--- config.mk ---
export PLATFORM = sky130hd
export DESIGN_NAME = mem_pattern_tester
export DESIGN_NICKNAME = d
export VERILOG_FILES = /design/src/rtl/mem_test_pkg.sv /design/src/rtl/mem_pattern_gen.sv /design/src/rtl/mem_pattern_tester.sv
export SDC_FILE = /design/constraint.sdc
export NUM_CORES = 1
export LEC_CHECK = 0
export CAP_MARGIN = 10
export CORE_ASPECT_RATIO = 0.6
export CORE_MARGIN = 1
export CORE_UTILIZATION = 40
export CTS_BUF_LIST = sky130_fd_sc_hd__clkbuf_16
export DETAILED_ROUTE_END_ITERATION = 10
export MAX_ROUTING_LAYER = met4
export PLACE_DENSITY_LB_ADDON = 0.05
export SYNTH_ARGS = -nofsm -noshare
export SYNTH_HDL_FRONTEND = slang
export SYNTH_SLANG_ARGS = --single-unit
--- constraint.sdc ---
create_clock -name clk -period 6.6 [get_ports clk]
set_input_delay 1.32 -clock clk [delete_from_list [all_inputs] [get_ports clk]]
set_output_delay 1.32 -clock clk [all_outputs]
set_load 0.02 [all_outputs]
--- src/rtl/mem_test_pkg.sv ---
// rtl/mem_test_pkg.sv - shared types and codes for the memory pattern tester
//
// Purpose: state encoding of the tester FSM and the pattern selector codes,
// shared by mem_pattern_tester and mem_pattern_gen.
// Ports: none (package).
package mem_test_pkg;

  localparam logic [1:0] PAT_CODE_CONST    = 2'd0;
  localparam logic [1:0] PAT_CODE_ADDR     = 2'd1;
  localparam logic [1:0] PAT_CODE_INV_ADDR = 2'd2;
  localparam logic [1:0] PAT_CODE_WALK1    = 2'd3;

  typedef enum logic [1:0] {
    PAT_CONST    = PAT_CODE_CONST,
    PAT_ADDR     = PAT_CODE_ADDR,
    PAT_INV_ADDR = PAT_CODE_INV_ADDR,
    PAT_WALK1    = PAT_CODE_WALK1
  } pattern_t;

  typedef enum logic [2:0] {
    S_IDLE    = 3'd0,
    S_WR_REQ  = 3'd1,
    S_WR_WAIT = 3'd2,
    S_RD_REQ  = 3'd3,
    S_RD_WAIT = 3'd4,
    S_FINISH  = 3'd5
  } state_t;

endpackage

--- src/rtl/mem_pattern_gen.sv ---
// rtl/mem_pattern_gen.sv - combinational expected-word generator
//
// Purpose: maps (pattern, seed, addr) to the word written at addr and later
// expected back on the read of addr.
// Ports:
//   pattern  in   2       pattern selector code
//   seed     in   DATA_W  pattern seed
//   addr     in   ADDR_W  word address
//   word     out  DATA_W  expected word
module mem_pattern_gen
  import mem_test_pkg::*;
#(
  parameter int ADDR_W = 32,
  parameter int DATA_W = 16
) (
  input  logic [1:0]        pattern,
  input  logic [DATA_W-1:0] seed,
  input  logic [ADDR_W-1:0] addr,
  output logic [DATA_W-1:0] word
);

  localparam int SH_W = (DATA_W > 1) ? $clog2(DATA_W) : 1;

  logic [DATA_W-1:0] addr_lo;
  logic [SH_W-1:0]   rot;
  logic [SH_W:0]     rot_back;
  logic [DATA_W-1:0] walk;
  logic              unused_addr_hi;

  assign addr_lo = addr[DATA_W-1:0];

  // DATA_W is a power of two, so a mod DATA_W is just the low address bits.
  assign rot      = addr[SH_W-1:0];
  assign rot_back = (SH_W+1)'(DATA_W) - {1'b0, rot};

  // A right shift by the full width yields zero, so rot=0 returns seed.
  assign walk = (seed << rot) | (seed >> rot_back);

  assign unused_addr_hi = ^addr[ADDR_W-1:DATA_W];

  always_comb begin
    word = seed;
    case (pattern_t'(pattern))
      PAT_CONST:    word = seed;
      PAT_ADDR:     word = addr_lo ^ seed;
      PAT_INV_ADDR: word = ~(addr_lo ^ seed);
      PAT_WALK1:    word = walk;
      default:      word = seed;
    endcase
  end

endmodule

--- src/rtl/mem_pattern_tester.sv ---
// rtl/mem_pattern_tester.sv - write-then-readback memory pattern tester
//
// Purpose: writes a pattern over [base_addr, end_addr] through a
// request/grant/commit write port, reads it back through a
// request/grant/valid read port, counts mismatches and records the first.
// Ports:
//   clk, rst_n                      clock, async active-low reset
//   start, abort                    one-cycle control pulses
//   pattern, seed                   pattern selection and seed
//   base_addr, end_addr             inclusive address range
//   busy, done, pass                status (done/pass held until next start)
//   err_count                       saturating mismatch count
//   first_err_addr, first_err_data  first mismatch capture
//   writeRequest/Grant/Address/Data/Commit  write controller port
//   readRequest/Grant/Address/Data/Valid    read controller port
module mem_pattern_tester
  import mem_test_pkg::*;
#(
  parameter int ADDR_W = 32,
  parameter int DATA_W = 16,
  parameter int ERR_W  = 16
) (
  input  logic              clk,
  input  logic              rst_n,
  input  logic              start,
  input  logic              abort,
  input  logic [1:0]        pattern,
  input  logic [DATA_W-1:0] seed,
  input  logic [ADDR_W-1:0] base_addr,
  input  logic [ADDR_W-1:0] end_addr,
  output logic              busy,
  output logic              done,
  output logic              pass,
  output logic [ERR_W-1:0]  err_count,
  output logic [ADDR_W-1:0] first_err_addr,
  output logic [DATA_W-1:0] first_err_data,
  output logic              writeRequest,
  input  logic              writeRequestGrant,
  output logic [ADDR_W-1:0] writeAddress,
  output logic [DATA_W-1:0] writeData,
  input  logic              writeCommit,
  output logic              readRequest,
  input  logic              readRequestGrant,
  output logic [ADDR_W-1:0] readAddress,
  input  logic [DATA_W-1:0] readData,
  input  logic              readValid
);

  state_t            state;
  logic [1:0]        pat_q;
  logic [DATA_W-1:0] seed_q;
  logic [ADDR_W-1:0] base_q;
  logic [ADDR_W-1:0] end_q;
  logic [ADDR_W-1:0] cur;
  // Set by an abort, or by an empty range; either way the run cannot pass.
  logic              abort_q;
  logic              first_seen;
  logic [DATA_W-1:0] exp_word;

  // One generator on the current address serves both the write data and
  // the read compare, so the two can never disagree.
  mem_pattern_gen #(
    .ADDR_W (ADDR_W),
    .DATA_W (DATA_W)
  ) u_gen (
    .pattern (pat_q),
    .seed    (seed_q),
    .addr    (cur),
    .word    (exp_word)
  );

  always_ff @(posedge clk or negedge rst_n) begin
    if (!rst_n) begin
      state          <= S_IDLE;
      pat_q          <= '0;
      seed_q         <= '0;
      base_q         <= '0;
      end_q          <= '0;
      cur            <= '0;
      abort_q        <= 1'b0;
      first_seen     <= 1'b0;
      busy           <= 1'b0;
      done           <= 1'b0;
      pass           <= 1'b0;
      err_count      <= '0;
      first_err_addr <= '0;
      first_err_data <= '0;
      writeRequest   <= 1'b0;
      writeAddress   <= '0;
      writeData      <= '0;
      readRequest    <= 1'b0;
      readAddress    <= '0;
    end else begin
      case (state)
        S_IDLE: begin
          if (start) begin
            pat_q          <= pattern;
            seed_q         <= seed;
            base_q         <= base_addr;
            end_q          <= end_addr;
            cur            <= base_addr;
            busy           <= 1'b1;
            done           <= 1'b0;
            pass           <= 1'b0;
            err_count      <= '0;
            first_err_addr <= '0;
            first_err_data <= '0;
            first_seen     <= 1'b0;
            abort_q        <= 1'b0;
            if (end_addr < base_addr) begin
              abort_q <= 1'b1;
              state   <= S_FINISH;
            end else begin
              state <= S_WR_REQ;
            end
          end
        end

        // The first WR_REQ cycle loads address/data from the freshly
        // updated cur; the request is then held stable until granted.
        S_WR_REQ: begin
          if (!writeRequest) begin
            if (abort) begin
              abort_q <= 1'b1;
              state   <= S_FINISH;
            end else begin
              writeRequest <= 1'b1;
              writeAddress <= cur;
              writeData    <= exp_word;
            end
          end else if (writeRequestGrant) begin
            // A grant beats a coincident abort; the abort waits for commit.
            writeRequest <= 1'b0;
            if (abort) abort_q <= 1'b1;
            state <= S_WR_WAIT;
          end else if (abort) begin
            writeRequest <= 1'b0;
            abort_q      <= 1'b1;
            state        <= S_FINISH;
          end
        end

        S_WR_WAIT: begin
          if (abort) abort_q <= 1'b1;
          if (writeCommit) begin
            if (abort_q || abort) begin
              state <= S_FINISH;
            end else if (cur == end_q) begin
              cur   <= base_q;
              state <= S_RD_REQ;
            end else begin
              cur   <= cur + ADDR_W'(1);
              state <= S_WR_REQ;
            end
          end
        end

        S_RD_REQ: begin
          if (!readRequest) begin
            if (abort) begin
              abort_q <= 1'b1;
              state   <= S_FINISH;
            end else begin
              readRequest <= 1'b1;
              readAddress <= cur;
            end
          end else if (readRequestGrant) begin
            readRequest <= 1'b0;
            if (abort) abort_q <= 1'b1;
            state <= S_RD_WAIT;
          end else if (abort) begin
            readRequest <= 1'b0;
            abort_q     <= 1'b1;
            state       <= S_FINISH;
          end
        end

        S_RD_WAIT: begin
          if (abort) abort_q <= 1'b1;
          if (readValid) begin
            if (readData != exp_word) begin
              if (err_count != {ERR_W{1'b1}}) err_count <= err_count + ERR_W'(1);
              if (!first_seen) begin
                first_seen     <= 1'b1;
                first_err_addr <= cur;
                first_err_data <= readData;
              end
            end
            // Compare against end before incrementing so end=all-ones
            // terminates instead of wrapping to zero.
            if (abort_q || abort || (cur == end_q)) begin
              state <= S_FINISH;
            end else begin
              cur   <= cur + ADDR_W'(1);
              state <= S_RD_REQ;
            end
          end
        end

        S_FINISH: begin
          busy    <= 1'b0;
          done    <= 1'b1;
          pass    <= (err_count == '0) && !abort_q;
          abort_q <= 1'b0;
          state   <= S_IDLE;
        end

        default: state <= S_IDLE;
      endcase
    end
  end

endmodule

Word level (Yosys, flattened, before mapping)
Index checks and enable logic that the tools add are counted.
{"block": "op_classes", "n_addsub": 3, "order_cmp": 1, "n_eq_ne": 20, "shifts": 2, "muxes": 52, "n_bitwise": 6, "reduce_logical": 22}
{"cell": "$mux 32", "count": 10}
{"cell": "$mux 16", "count": 7}
{"cell": "$pmux 32 s3", "count": 1}
{"cell": "$pmux 16 s2", "count": 2}
{"cell": "$pmux 16 s4", "count": 1}
{"cell": "$pmux 32 s2", "count": 1}
{"cell": "$mux 3", "count": 11}
{"cell": "$add 32x1->32 const B", "count": 1}
{"cell": "$eq 32x32->1", "count": 1}
{"cell": "$lt 32x32->1", "count": 1}
{"cell": "$add 16x1->16 const B", "count": 1}
{"cell": "$logic_not 16->1", "count": 1}
{"cell": "$ne 16x16->1", "count": 1}
{"cell": "$ne 16x16->1 const B", "count": 1}
{"cell": "$ne 2x2->1 const B", "count": 8}
{"cell": "$not 16->16", "count": 1}
{"cell": "$or 16x16->16", "count": 1}
{"cell": "$shl 16x4->16", "count": 1}
{"cell": "$shr 16x5->16", "count": 1}
{"cell": "$xor 16x16->16", "count": 1}
{"cell": "$pmux 3 s5", "count": 1}
{"cell": "$mux 1", "count": 12}
{"cell": "$reduce_and 3->1", "count": 4}
{"cell": "$reduce_and 5->1", "count": 2}
{"cell": "other kinds (22)", "count": 34}
{"block": "word_totals", "regBits": 268, "input_bits": 106, "elab_cells": 125}

Logic depth before layout (Yosys ltp)
{"block": "depth", "ltp_word": 8, "ltp_mapped": 20, "depth_no_buf": 12}

Modules after synthesis
From an unflattened synthesis, not the netlist that was laid out.
{"block": "hier_totals", "cells_unflattened": 1527, "hier_area_um2": 15534.9}
{"mod": "mem_pattern_tester", "instances": 1, "cells_per_inst": 1255, "area_each_um2": 13429.1}
{"mod": "mem_pattern_gen", "instances": 1, "cells_per_inst": 272, "area_each_um2": 2105.8}

Worst setup path after synthesis
No wires, ideal clock.
{"block": "synth_path", "kind": "register to register", "from": "reg cur[0]", "to": "reg first_err_addr[25]", "setup_time_ps": 134, "arrival_time_ps": 4311, "path_slack_ps": 2156, "path_stages_with_launch": 20, "path_buffers": 7, "cell_sequence": "dfrtp_1 buf_6 inv_1 buf_4 clkbuf_1 ha_1 buf_6 mux2_1 mux4_2 o2111a_1 a41oi_1 and4_1 nand3_1 or4_1 nor4_2 buf_4 or2_2 buf_6 buf_8 o31ai_1"}
{"block": "synth_via", "elab_chain_len": 7, "word_cells_on_any_way": 10, "classes_between": "add/sub (1); eq/ne (2); shift (2); mux (1); bitwise (3); reduce/logical (1)"}
{"item": "start, declared", "line_no": "mem_pattern_tester.sv:54", "text": "logic [ADDR_W-1:0] cur;"}
{"item": "start signal, assigned", "line_no": "mem_pattern_tester.sv:101", "text": "cur <= base_addr;"}
{"item": "start signal, assigned", "line_no": "mem_pattern_tester.sv:149", "text": "cur <= base_q;"}
{"item": "start signal, assigned", "line_no": "mem_pattern_tester.sv:152", "text": "cur <= cur + ADDR_W'(1);"}
{"item": "$sub 5x4->5", "line_no": "mem_pattern_gen.sv:34", "text": "assign rot_back = (SH_W+1)'(DATA_W) - {1'b0, rot};"}
{"item": "$shr 16x5->16", "line_no": "mem_pattern_gen.sv:37", "text": "assign walk = (seed << rot) | (seed >> rot_back);"}
{"item": "$or 16x16->16", "line_no": "mem_pattern_gen.sv:37"}
{"item": "$pmux 16 s4 *", "line_no": "mem_pattern_gen.sv:43", "text": "case (pattern_t'(pattern))"}
{"item": "$ne 16x16->1 *", "line_no": "mem_pattern_tester.sv:181", "text": "if (readData != exp_word) begin"}
{"item": "$ne 2x2->1 (no source line) *"}
{"item": "$reduce_and 5->1 (no source line) *"}
{"item": "end signal, assigned", "line_no": "mem_pattern_tester.sv:185", "text": "first_err_addr <= cur;"}
{"item": "end, declared", "line_no": "mem_pattern_tester.sv:35", "text": "output logic [ADDR_W-1:0] first_err_addr,"}
Mark *: on every way between the ends. The rest lies on a longest branch, timed or not.
A chain may end at the register's enable or synchronous reset.

Worst setup path in the final report
{"block": "layout_path", "from": "reg cur[1]", "to": "reg err_count[5]"}
{"block": "layout_via", "elab_chain_len": 7, "word_cells_on_any_way": 10, "classes_between": "add/sub (1); eq/ne (2); shift (2); mux (1); bitwise (3); reduce/logical (1)"}
{"item": "$sub 5x4->5", "line_no": "mem_pattern_gen.sv:34"}
{"item": "$shr 16x5->16", "line_no": "mem_pattern_gen.sv:37"}
{"item": "$or 16x16->16", "line_no": "mem_pattern_gen.sv:37"}
{"item": "$pmux 16 s4 *", "line_no": "mem_pattern_gen.sv:43"}
{"item": "$ne 16x16->1 *", "line_no": "mem_pattern_tester.sv:181"}
{"item": "$ne 2x2->1 (no source line) *"}
{"item": "$reduce_and 5->1 (no source line) *"}
{"item": "end signal, assigned", "line_no": "mem_pattern_tester.sv:182", "text": "if (err_count != {ERR_W{1'b1}}) err_count <= err_count + ERR_W'(1);"}
{"item": "end, declared", "line_no": "mem_pattern_tester.sv:34", "text": "output logic [ERR_W-1:0] err_count,"}
Marked as above.

==> results by stage <==
Synthesis:
- The top flip-flop cell by instance count after synthesis is sky130_fd_sc_hd__dfrtp_1.
- For this run, the register share of the synthesized area comes to 0.414.
- The flip-flop and latch count after synthesis is 268.
- The number of unique standard cell types used by synthesis is 84.
- In the post-synthesis netlist, the biggest area contributors are sky130_fd_sc_hd__dfrtp_1, sky130_fd_sc_hd__nand2_1, sky130_fd_sc_hd__o21ai_0.
- For this run, the number of Yosys warnings is 0.
- The synthesized design spends more area on one cell type than any other, namely sky130_fd_sc_hd__dfrtp_1.
- By instance count, the leading cell after synthesis is sky130_fd_sc_hd__nand2_1.
- The number of nets in the synthesized netlist is 1972.
- The number of flops mapped to enable cells by yosys is 0.
- The commonest cells after synthesis are sky130_fd_sc_hd__nand2_1, sky130_fd_sc_hd__dfrtp_1, sky130_fd_sc_hd__o21ai_0.
- In this run the mean area of a mapped cell was 8.85 um^2.
- After technology mapping, the gate count stands at 1830.
- After synthesis the cells add up to 16200 um^2.
- Counting flops with an async set or reset pin after synthesis yields a share of 1.00.
- The share of synthesized area in the top cell type comes to 0.414.

GRT:
- Entering global routing, the biggest net connects 113 pins.
- The global route total overflow is 0.
- The total global-route track usage is 0.314.
- The initial antenna violation count is 2.
- The wire length of the first global-routing pass is 93800 um.
- The via count of the first global-routing pass is 14100.

Critical path:
- The sort of element at the end of the critical path is a register.
- Data on the critical path arrives at its endpoint at 5770 ps.
- The reg2reg setup slack is 1250 ps.
- The category of the critical setup timing path is register to register.
- STA puts the critical path data required time at 7030 ps.
- STA classifies the critical path startpoint as a register.
- The maximum net fanout on the critical path is 17.

Routing:
- The via density per instance is 5.98.
- The count of nets left with antenna violations once routing finished came out at 0.
- After detailed routing, the average wire length per cell comes to 24.9 um.
- The count of routing violations after the opening detailed-route iteration is 1543.
- The final route contains 15100 vias.
- The count of unresolved DRC violations after routing is 0.
- Wires add up to 63100 um.
- The first detailed-routing pass ran for 5 iterations.

STA:
- After routing, the total negative slack on setup checks comes to 0 ps.
- The worst pin sits at a relative slew slack of 0.210.
- For the pin with the worst max-slew slack, the measured transition is 1190 ps.
- The minimum period implied by the final worst setup slack is 5350 ps.
- On the final layout, the worst clock skew is 18.1 ps.
- The achievable frequency is 187 MHz.
- The worst setup slack after layout is 1250 ps.
- The number of hold violations in the final report is 0.
- The number of max-slew violations in the final report is 0.
- Setup violations remaining at the end of the flow were counted as 0.
- The share of the cycle needed by the critical path after routing is 0.810.
- Setup repair after global routing left no endpoint under its margin.

Pwr:
- The worst voltage drop across the vdd grid is 0.000253 V.
- In this run the power density over the cells is 577 nW/um^2.
- For this design the static power due to leakage is 8.59 nW.

Die:
- The floorplan has 56 rows.
- Pin placement for this block handled 255 I/O pins.
- The initial core utilization is 0.410.
- The total die area is 41300 um^2.
- The die is 262 um wide.
- In this run the vertical extent of the chip is 158 um.
- The core footprint is 39400 um^2.

Place:
- Buffers placed on the I/O ports in this run total 254.
- The final estimated routing congestion in global placement is 1.01.
- The wire-length estimate of the detail-placed layout is 45600 um.
- The post-placement setup slack is 1290 ps.

Cells and area:
- For this run, the post-layout net count is 2132.
- After filler insertion, the fill cell instance count of the layout stands at 3715.
- Of the cells placed in the final design, the portion with a size suffix greater than 1 is 0.0756.
- The area added between synthesis and finish is 22.9%.

Min path:
- The type of the tightest min-delay check is register to register.

Clock tree:
- The post-cts resize count is 0.
- The tree is rooted in a sky130_fd_sc_hd__clkbuf_16.
- Clock-pin slew was measured on the worst setup and hold paths at 60 ps.
- The clock tree buffer depth is 3.
- The clock reaches the later pin of the worst-skew pair after 590 ps.
- CTS saw 268 sinks.
- For this design, the CTS-stage hold fixing added 0 buffers.
- The number of setup buffers added after CTS is 0.
- CTS built an H-tree with a depth of 1.
- TritonCTS built the clock tree.
- Buffers inserted during clock tree synthesis total 29.

Run status:
- The flow ran to the end, and the final reports show no timing, DRC or antenna violations.

Flow run:
- The max-capacitance violation count is 0.
[layout by cell type, fill, tap and decap left out, types with 9 or more instances in the layout]
master                              n
sky130_fd_sc_hd__a21oi_1           42
sky130_fd_sc_hd__and2_1            11
sky130_fd_sc_hd__a21o_1            26
sky130_fd_sc_hd__or2_2             10
sky130_fd_sc_hd__buf_4             26
sky130_fd_sc_hd__clkdlybuf4s50_1  253
sky130_fd_sc_hd__dfrtp_1          267
sky130_fd_sc_hd__o31ai_1           65
sky130_fd_sc_hd__mux2_2            26
sky130_fd_sc_hd__a221oi_1          11
sky130_fd_sc_hd__nand3_1           36
sky130_fd_sc_hd__o21ai_0          228
sky130_fd_sc_hd__nand2_1          328
sky130_fd_sc_hd__a22oi_1           21
sky130_fd_sc_hd__clkbuf_16         29
sky130_fd_sc_hd__and3_1             9
sky130_fd_sc_hd__a22o_1            14
sky130_fd_sc_hd__ha_1              36
sky130_fd_sc_hd__mux2i_1           54
sky130_fd_sc_hd__inv_1             96
sky130_fd_sc_hd__nand3b_1          12
sky130_fd_sc_hd__xnor2_1           44
sky130_fd_sc_hd__mux4_2            18
sky130_fd_sc_hd__a31oi_1           22
sky130_fd_sc_hd__nand4_1           21
sky130_fd_sc_hd__nor2_1            57
sky130_fd_sc_hd__nor4_1            13
sky130_fd_sc_hd__o211ai_1          17
sky130_fd_sc_hd__nor3_1            23
sky130_fd_sc_hd__nand2b_1          27
[per-layer routing]
layer | share of wire | global-route usage | up-vias
met4 | 0.014 | 0.0440 | 0
met3 | 0.11 | 0.0922 | 68
li1 | - | - | 6866
met1 | 0.49 | 0.490 | 7523
met2 | 0.38 | 0.393 | 687
met5 | 0 | - | -
[final cells by class]
class / instances / area (um^2) / share of cell area
multi-input cells: 1322 / 8510 / 0.428
flip-flops and latches: 268 / 6710 / 0.337
repair buffers: 282 / 2780 / 0.140
clock buffers: 29 / 726 / 0.0365
well taps: 522 / 653 / 0.0328
inverters: 87 / 327 / 0.0164
clock inverters: 22 / 186 / 0.00937
diodes: 2 / 5.00 / 0.000251
[worst max-delay path, cell delays in order (launching register included)]
cell and delay, ps:
sky130_fd_sc_hd__dfrtp_1 340, sky130_fd_sc_hd__inv_1 170, sky130_fd_sc_hd__ha_1 710, sky130_fd_sc_hd__buf_4 340, sky130_fd_sc_hd__mux2_2 380, sky130_fd_sc_hd__mux4_2 530
sky130_fd_sc_hd__o2111a_1 170, sky130_fd_sc_hd__a41oi_1 170, sky130_fd_sc_hd__and4_1 200, sky130_fd_sc_hd__nand3_1 80, sky130_fd_sc_hd__or4_1 580, sky130_fd_sc_hd__nor4_4 390
sky130_fd_sc_hd__buf_4 340, sky130_fd_sc_hd__or3_1 540, sky130_fd_sc_hd__o311ai_0 230
[stage by stage]
stage / hold slack (ps) / area [um^2] / instances / util / power, mW
finish: 482 / 19900 / 2534 / 0.504 / 11.5
global route: 504 / 19900 / 2534 / 0.504 / 12.2
CTS: 484 / 19900 / 2532 / 0.504 / 11.4
detailed placement: 467 / 19000 / 2481 / 0.481 / 9.69
global placement: 462 / 19000 / 2481 / 0.481 / 9.66
floorplan: 443 / 16200 / 1830 / - / 7.11
[path summary, 6_finish.rpt]
path / start / depth (start not counted) / to
worst min-delay path: readAddress[9] / 2 / readAddress[9]
worst max-delay path: cur[1] / 14 / err_count[5]
min in group asynchronous: rst_n / 1 / err_count[6]
worst max register to register: cur[1] / 14 / err_count[5]
worst min register to register: readAddress[9] / 2 / readAddress[9]
max in group asynchronous: rst_n / 2 / readAddress[18]
[cells by family after synthesis]
logic type | Yosys count | synth area share
AO/OA/AOI/OAI | 540 | 0.216
flip-flops | 268 | 0.414
AND/OR/NAND/NOR | 593 | 0.170
buffers and inverters | 240 | 0.0634
XOR/XNOR | 51 | 0.0292
multiplexers | 102 | 0.0794
adder cells (fa/ha/maj) | 36 | 0.0278
[where the power goes]
part / internal, mW / total, mW / switching, mW
registers: 2.40 / 3.38 / 0.983
logic: 2.55 / 6.47 / 3.92
clock network: 0.913 / 1.64 / 0.727
total: 5.86 / 11.5 / 5.63
[sequential cells by signal (all words and copies together) (netlist names), 2 cells and up]
signal	flops
first_err_addr	32
end_q	32
pat_q	2
base_q	32
seed_q	16
cur	32
state	3
readAddress	32
err_count	16
first_err_data	16
writeAddress	32
writeData	16
Note: power is estimated with default switching activity, not from simulation.
==> edit (same settings) <==
Reset style: synchronous (`rst_n`), changed in one clocked block. Comments in the files are not updated.
--- a/src/rtl/mem_pattern_tester.sv
+++ b/src/rtl/mem_pattern_tester.sv
@@ -71,3 +71,3 @@
 
-  always_ff @(posedge clk or negedge rst_n) begin
+  always_ff @(posedge clk) begin
     if (!rst_n) begin
Formal check against the unedited RTL: differs if rst_n is asserted again (counterexample within 4 cycles, from zero or initial values and one cycle with rst_n low); with rst_n held inactive, the same outputs for 4 cycles.
==> edit against the unedited design <==
Cell count is 6.8% higher; worst setup slack better by 0.15 ns; cell area is 2.8% lower; synthesized area is 3.1% lower; sequential cell count stayed put; wire length is 0.95% lower; global-route usage is 0.14 points lower; critical path type unchanged; critical endpoint is now first_err_addr[22]$_SDFFE_PN0P_; highest routed layer unchanged.
Power is not compared: it rests on default switching activity, and its combinational part moved more than twofold at a synthesized area within 25%.
==> edit: results (changes against the unedited design) <==
| Metric | Value |
|---|---|
| Vias per std cell | `5.90 (-1.3%)` |
| Share of cells above drive strength 1 | `0.0763 (+0.000634)` |
| R2r endpoint | `first_err_addr[22]$_SDFFE_PN0P_` |
| Register-to-register setup slack | `1.41 ns (+0.15 ns)` |
| Hold Crit Start | `readAddress[30]$_SDFFE_PN0P_` |
| Status | `complete, no violations` |
| Netlist cell types | `82 (-2.4%)` |
| Post-DP HPWL | `44.4 mm (-2.7%)` |
| Max-slew headroom | `0.203 (-0.00640)` |
| Delay-heaviest family, CP | `buffers and inverters` |
| Drt first pass iters | `8 (+3)` |
| Async set or reset register ratio after synthesis | `0 (-1.00)` |
| Clock Skew | `0.0170 ns (-0.00116 ns)` |
| Placed cell count | `2651 (+6.9%)` |
| Slowest cell on crit path | `o41ai_1` |
| Clk_lat worst skew | `0.57 ns (-0.02 ns)` |
| Worst slack, placed | `1.50 ns (+0.218 ns)` |
| Tcrit/Tclk final | `0.787 (-0.0234)` |
| GPL Wtd Cong | `0.963 (-4.9%)` |
| Gate count of the mapped netlist | `2035 (+11%)` |
| Worst-path fanout max | `48 (+31)` |
| Initial antenna violation count | `4 (+2)` |
| Dominant synthesized flop cell | `dfxtp_1` |
| Layout net count | `2310 (+8.3%)` |
| Detailed Route WL | `62.5 mm (-0.95%)` |
| WHS Endpoint | `readAddress[30]$_SDFFE_PN0P_` |
| Final hold slack | `0.455 ns (-0.0269 ns)` |
| Destination of the critical timing path | `first_err_addr[22]$_SDFFE_PN0P_` |
| Reg2reg start | `cur[0]$_SDFFE_PN0P_` |
| Area post-placement | `18400 sq um (-2.8%)` |
| Post-synthesis sequential area ratio | `0.342 (-0.0722)` |
| Fill count | `3723 (+0.22%)` |
| Total GRT Usage | `0.312 (-0.00145)` |
| Vias in the first global route | `14185 (+0.68%)` |
| Top post-synthesis cells by area | `dfxtp_1 (34%), nand2_1 (10%), a21oi_1 (7.3%), mux2i_1 (7.0%), clkbuf_1 (3.8%)` |
[edit: cells by family after synthesis]
kind of cell | after synthesis | share of synthesized area
AOI/OAI and AO/OA | 499 | 0.200
buffers and inverters | 244 | 0.0634
muxes | 139 | 0.104
xor gates and xnor gates | 57 | 0.0330
DFF | 268 | 0.342
and+or+nand+nor | 792 | 0.229
adders and majority gates | 36 | 0.0287
[edit: area by class of cell]
cell class	instances	area, sq um	area share
Clock buffer	29	726	0.0375
Multi-Input combinational cell	1523	9380	0.485
Timing Repair Buffer	297	2860	0.148
Tap cell	513	642	0.0332
Antenna cell	4	10.0	0.000517
Clock inverter	23	168	0.00866
Sequential cell	268	5370	0.277
Inverter	50	193	0.00996
[edit: per-layer routing]
layer / vias up / global-route usage / wire, um
met5: - / - / 0
met4: 0 / 0.0468 / 745
met3: 53 / 0.0572 / 6070
met2: 780 / 0.397 / 24000
met1: 7661 / 0.499 / 31700
li1: 7475 / - / -
